File: src/rtl/bus_pkg.sv
// Shared bus-source definitions: source codes as seen by both the encoder and
// the decoder, plus the decoder FSM state encoding.
package bus_pkg;

  localparam int NUM_SRC = 24;
  localparam int CODE_W  = 5;

  localparam logic [CODE_W-1:0] SRC_R0    = 5'd0;
  localparam logic [CODE_W-1:0] SRC_R1    = 5'd1;
  localparam logic [CODE_W-1:0] SRC_R2    = 5'd2;
  localparam logic [CODE_W-1:0] SRC_R3    = 5'd3;
  localparam logic [CODE_W-1:0] SRC_R4    = 5'd4;
  localparam logic [CODE_W-1:0] SRC_R5    = 5'd5;
  localparam logic [CODE_W-1:0] SRC_R6    = 5'd6;
  localparam logic [CODE_W-1:0] SRC_R7    = 5'd7;
  localparam logic [CODE_W-1:0] SRC_R8    = 5'd8;
  localparam logic [CODE_W-1:0] SRC_R9    = 5'd9;
  localparam logic [CODE_W-1:0] SRC_R10   = 5'd10;
  localparam logic [CODE_W-1:0] SRC_R11   = 5'd11;
  localparam logic [CODE_W-1:0] SRC_R12   = 5'd12;
  localparam logic [CODE_W-1:0] SRC_R13   = 5'd13;
  localparam logic [CODE_W-1:0] SRC_R14   = 5'd14;
  localparam logic [CODE_W-1:0] SRC_R15   = 5'd15;
  localparam logic [CODE_W-1:0] SRC_HI    = 5'd16;
  localparam logic [CODE_W-1:0] SRC_LO    = 5'd17;
  localparam logic [CODE_W-1:0] SRC_ZHIGH = 5'd18;
  localparam logic [CODE_W-1:0] SRC_ZLOW  = 5'd19;
  localparam logic [CODE_W-1:0] SRC_PC    = 5'd20;
  localparam logic [CODE_W-1:0] SRC_MDR   = 5'd21;
  localparam logic [CODE_W-1:0] SRC_PORT  = 5'd22;
  localparam logic [CODE_W-1:0] SRC_C     = 5'd23;

  typedef enum logic [1:0] {
    IDLE  = 2'd0,
    GAP   = 2'd1,
    DRIVE = 2'd2
  } state_t;

endpackage

File: src/rtl/onehot_dec.sv
// Combinational source-code decoder: 5-bit code to one-hot source enables.
// valid is high only for codes that name a real source.
module onehot_dec
  import bus_pkg::*;
(
  input  logic [CODE_W-1:0]  code,
  output logic [NUM_SRC-1:0] onehot,
  output logic               valid
);

  always_comb begin
    onehot = '0;
    for (int k = 0; k < NUM_SRC; k++) begin
      onehot[k] = (code == CODE_W'(k));
    end
    // Codes past the last source match no bit, so an empty vector means invalid.
    valid = |onehot;
  end

endmodule

File: src/rtl/bus_source_decoder.sv
// Registered bus-source decoder with break-before-make dead time between
// source switches and rejection of out-of-range codes.
module bus_source_decoder
  import bus_pkg::*;
#(
  parameter int GAP_CYCLES = 1
)(
  input  logic               clk,
  input  logic               reset,
  input  logic [CODE_W-1:0]  S,
  input  logic               S_valid,
  output logic [NUM_SRC-1:0] en,
  output logic [CODE_W-1:0]  cur_code,
  output logic               drive,
  output logic               busy,
  output logic               bad_code
);

  // GAP_CYCLES is expected in 1..15; the counter runs from GAP_CYCLES-1 down to 0.
  localparam logic [3:0] GAP_INIT = 4'(GAP_CYCLES - 1);

  state_t               state_q, state_d;
  logic [CODE_W-1:0]    cur_q, cur_d;
  logic [CODE_W-1:0]    pend_q, pend_d;
  logic [3:0]           cnt_q, cnt_d;
  logic                 bad_d;
  logic [NUM_SRC-1:0]   en_d;

  logic [NUM_SRC-1:0]   req_onehot;
  logic                 req_ok;
  logic [NUM_SRC-1:0]   cur_onehot;
  logic                 cur_ok;
  logic                 same_src;

  onehot_dec u_req_dec (
    .code   (S),
    .onehot (req_onehot),
    .valid  (req_ok)
  );

  onehot_dec u_en_dec (
    .code   (cur_d),
    .onehot (cur_onehot),
    .valid  (cur_ok)
  );

  // While driving, en is onehot(cur_code), so overlap with the request means same source.
  assign same_src = |(req_onehot & en);

  always_comb begin
    state_d = state_q;
    cur_d   = cur_q;
    pend_d  = pend_q;
    cnt_d   = cnt_q;
    bad_d   = 1'b0;
    case (state_q)
      IDLE: begin
        if (S_valid) begin
          if (req_ok) begin
            state_d = DRIVE;
            cur_d   = S;
          end else begin
            bad_d = 1'b1;
          end
        end
      end
      DRIVE: begin
        if (!S_valid) begin
          state_d = IDLE;
        end else if (!req_ok) begin
          state_d = IDLE;
          bad_d   = 1'b1;
        end else if (!same_src) begin
          state_d = GAP;
          pend_d  = S;
          cnt_d   = GAP_INIT;
        end
      end
      GAP: begin
        if (S_valid) begin
          if (req_ok) pend_d = S;
          else        bad_d  = 1'b1;
        end
        // A valid request on the last dead cycle is honoured directly.
        if (cnt_q == 4'd0) begin
          state_d = DRIVE;
          cur_d   = pend_d;
        end else begin
          cnt_d = cnt_q - 4'd1;
        end
      end
      default: state_d = IDLE;
    endcase
  end

  always_comb begin
    en_d = '0;
    if (state_d == DRIVE && cur_ok) en_d = cur_onehot;
  end

  always_ff @(posedge clk or posedge reset) begin
    if (reset) begin
      state_q  <= IDLE;
      cur_q    <= '0;
      pend_q   <= '0;
      cnt_q    <= '0;
      en       <= '0;
      drive    <= 1'b0;
      busy     <= 1'b0;
      bad_code <= 1'b0;
    end else begin
      state_q  <= state_d;
      cur_q    <= cur_d;
      pend_q   <= pend_d;
      cnt_q    <= cnt_d;
      en       <= en_d;
      drive    <= |en_d;
      busy     <= (state_d == GAP);
      bad_code <= bad_d;
    end
  end

  assign cur_code = cur_q;

endmodule
File: config.mk
export PLATFORM = sky130hd
export DESIGN_NAME = bus_source_decoder
export DESIGN_NICKNAME = d
export VERILOG_FILES = /design/src/rtl/bus_pkg.sv /design/src/rtl/onehot_dec.sv /design/src/rtl/bus_source_decoder.sv
export SDC_FILE = /design/constraint.sdc
export NUM_CORES = 1
export LEC_CHECK = 0
export ABC_AREA = 1
export BUFFER_PORTS_ARGS = -buffer_cell sky130_fd_sc_hd__buf_2
export CORE_ASPECT_RATIO = 0.5
export CORE_UTILIZATION = 51
export DETAILED_ROUTE_END_ITERATION = 10
export PLACE_DENSITY = 0.76
export SETUP_SLACK_MARGIN = 0.15
export SYNTH_ARGS = -nofsm -noshare
export SYNTH_HDL_FRONTEND = slang
export SYNTH_HIERARCHICAL = 1
export SYNTH_SLANG_ARGS = --single-unit
File: constraint.sdc
create_clock -name clk -period 2.11 [get_ports clk]
set_input_delay 0.633 -clock clk [delete_from_list [all_inputs] [get_ports clk]]
set_output_delay 0.633 -clock clk [all_outputs]
set_load 0.02 [all_outputs]
==> impl_metrics.tcl <==
set metrics [dict create \
    outcome "complete, but fails checks" \
    failed_checks "negative setup slack" \
    cts-root-buf "clkbuf_8" \
    finalCritPeriodShare_pct 117 \
    endpoint "drive$_DFF_PP0_" \
    diodes 0 \
    slew_headroom_pct 63.5 \
    synthToLayoutAreaGrowth_pct 71.3 \
    die_w_um 99.0 \
    rows 17 \
    final_core_util_pct 92.4 \
    synth_area_leaders "dfrtp_1 (45%), nor2_1 (15%), nand2_1 (13%)" \
    ys_seq_area_share_pct 44.9 \
    avgRoutedWirePerCell_um 22.7 \
    hold_class "in2async" \
    path_class "in2reg" \
    cts.path.max_buffers 2 \
    antenna_found_initial 0 \
    setup_viol 36 \
    reg2regPathDepth 13 \
    required_ps 2320 \
    die_area_um2 5000 \
    drt_wl_total_um 12000 \
    io_pins 40 \
    slew_violations 0 \
    die_y_um 50.5 \
    grt_pass1_wl_um 14500 \
    track_usage_pct 39.0 \
    reg2reg_to "drive$_DFF_PP0_" \
    cp-end-kind "register" \
    drc 0 \
    grt_max_degree 44 \
    max_freq_mhz 405 \
    yosysTopAreaCellShare_pct 44.9 \
    met3_usage_pct 11.0 \
    nets 479 \
    core-area_um2 4450 \
    syn_inst 341 \
    total_power_w 0.00507 \
    cts_sinks 43 \
    cts_tree "built" \
    vias 3403 \
    syn_area_um2 2400 \
    grt_pass1_vias 2968 \
    synth.distinct_cells 26 \
    drive_gt1_share_pct 51.5 \
    vdd_ir_drop_max_uv 1010 \
    dp_hpwl_um 5220 \
    yosysWarnings 6 \
    synth_largest_area_cell "dfrtp_1" \
    fin_ws_ps -360 \
    drtIter0Drc 398 \
    gr-total-overflow 0 \
    use_met1_pct 45.1 \
    finalHoldViolCount 0 \
    start_util_pct 53.9 \
    p_per_area_nw_per_um2 1240 \
    rsz0062_at_grt "yes" \
    crit_start "S[3]" \
    via_per_inst 6.46 \
    fin_crit_ps 2470 \
    gr-usage-met2_pct 66.6 \
    worstPathMaxFanout 7 \
    grt_busiest_layer "met2" \
    worst_pin_slew_ps 548 \
    cp-start-kind "input port" \
    insertion_delay_ps 320 \
    skew_ps 20.6 \
    cts_buffers 5 \
    syn-num-nets 351 \
    dr.pass1.iters 5 \
    worstReg2RegStart "cnt_q[1]$_DFFE_PP0P_" \
    maxCapViolCount 0 \
    leakagePower_nw 1.97 \
    portBuffers 39 \
    synth-seq-cells 43 \
    clkSlewWorstSetupHoldPaths_ps 100 \
    postSynthAreaPerCell_um2 7.03 \
    antenna_left 0 \
    gp_congestion 1.01 \
    arrival_ps 2680 \
    htree_levels 2 \
    r2r_slack_ps -270 \
]
-- per-layer routing --
layer	up-vias	share of wire [%]
met2	374	45
met1	1588	34
met3	120	13
met5	-	0
li1	1321	-
met4	0	7.9
-- cell usage after synthesis --
cell type	instances
nor2_1	97
nand2_1	84
inv_1	47
dfrtp_1	43
nand3_1	18
o211ai_1	16
inv_2	4
o21ai_0	4
a21oi_1	3
buf_2	3
o22ai_1	3
ha_1	2
nand2_2	2
nand4_1	2
nor2_4	2
a21oi_4	1
a32oi_1	1
buf_6	1
clkbuf_1	1
nand2_4	1
nor2_2	1
nor3_1	1
o221a_2	1
o221ai_1	1
o31ai_1	1
xor2_1	1
-- worst max-delay path, stage by stage --
cell and delay (ps):
buf_12 110, inv_12 70, nand2_8 60, nand3_4 100, nand2_2 100, o21ai_0 280
nand2_1 120, o211ai_1 110, buf_4 180, inv_2 70, nand2_4 90, buf_12 110
nand3_4 120, o211ai_1 170, nand2_1 90, nor2_1 150, nand3_1 90
-- flip-flops by register name, summed over array words and instances, names as in the netlist --
name,cells
cnt_q,4
bad_code,1
busy,1
state_q,2
cur_code,5
drive,1
en,24
pend_q,5
-- worst min path at each step --
| stage | cells after the start | slack, ps | start | endpoint |
|---|---|---|---|---|
| after global routing | 3 | 500 | reset | drive$_DFF_PP0_ |
| after CTS | 3 | 480 | reset | cur_code[3]$_DFF_PP0_ |
| after detailed placement | 2 | 490 | cnt_q[1]$_DFFE_PP0P_ | cnt_q[1]$_DFFE_PP0P_ |
| after global placement | 2 | 470 | cnt_q[1]$_DFFE_PP0P_ | cnt_q[1]$_DFFE_PP0P_ |
| after floorplan | 2 | 450 | cnt_q[1]$_DFFE_PP0P_ | cnt_q[1]$_DFFE_PP0P_ |
| final | 3 | 460 | reset | drive$_DFF_PP0_ |
-- area by class of cell --
cell class / instances / area, um2
Tap cell: 57 / 71.3
Clock buffer: 6 / 82.6
Timing Repair Buffer: 124 / 982
Clock inverter: 2 / 16.3
Multi-Input combinational cell: 244 / 1650
Sequential cell: 43 / 1080
Inverter: 51 / 231
Fill cell: 154 / 338
-- cells in the final DEF (no fill, tap or decap), types with 2 or more instances in the layout --
master    instances
nand3_2           3
nand2_8           3
clkbuf_8          6
nor2_1           53
nor2_2           29
o211ai_1         16
nand2_1          63
nand3_1           5
o22ai_1           2
buf_8             3
nand2_2          11
nor2_4           18
buf_6             7
a21oi_2           2
buf_12            7
nand3_4          11
o21ai_1           3
inv_2             9
inv_1            37
nand4_1           2
buf_4            72
inv_12            2
buf_2            34
dfrtp_1          43
nand2_4          11
-- stage by stage --
step                      std cells  hold WS [ps]  setup TNS [ps]  setup slack [ps]  cell area [um2]
after detailed placement        497           489          -16830              -649             3220
after floorplan                 341           452           -1580              -237             2510
after global placement          497           468          -14230              -571             3220
after CTS                       515           477            -442             -75.9             3690
after global routing            527           500          -10460              -405             4110
final                           527           456           -9570              -360             4110
-- kinds of logic (layout without fill, tap and decap cells) --
kind of cell    count (synthesis)  after routing  share of synthesized area [%]
simple gates                  208            210                           35.0
buf+inv                        56            183                           9.24
flops                          43             43                           44.9
compound gates                 31             31                           9.45
fa+ha+maj                       2              2                           1.04
xor+xnor                        1              1                          0.365
-- what timing repair did --
| action | CTS | global route |
|---|---|---|
| resized for setup | 79 | 86 |
| hold buffers | 0 | 0 |
| endpoints found under the setup margin | 33 | 36 |
| pin swaps | 24 | 25 |
| setup buffers | 6 | 12 |
| cloned | 4 | 0 |
-- report_power, final --
part / switching [W] / internal, W
clock: 0.000329 / 0.000268
sequential: 0.000150 / 0.00101
combinational: 0.00198 / 0.00134
No activity file was read; power rests on OpenSTA's default activity.
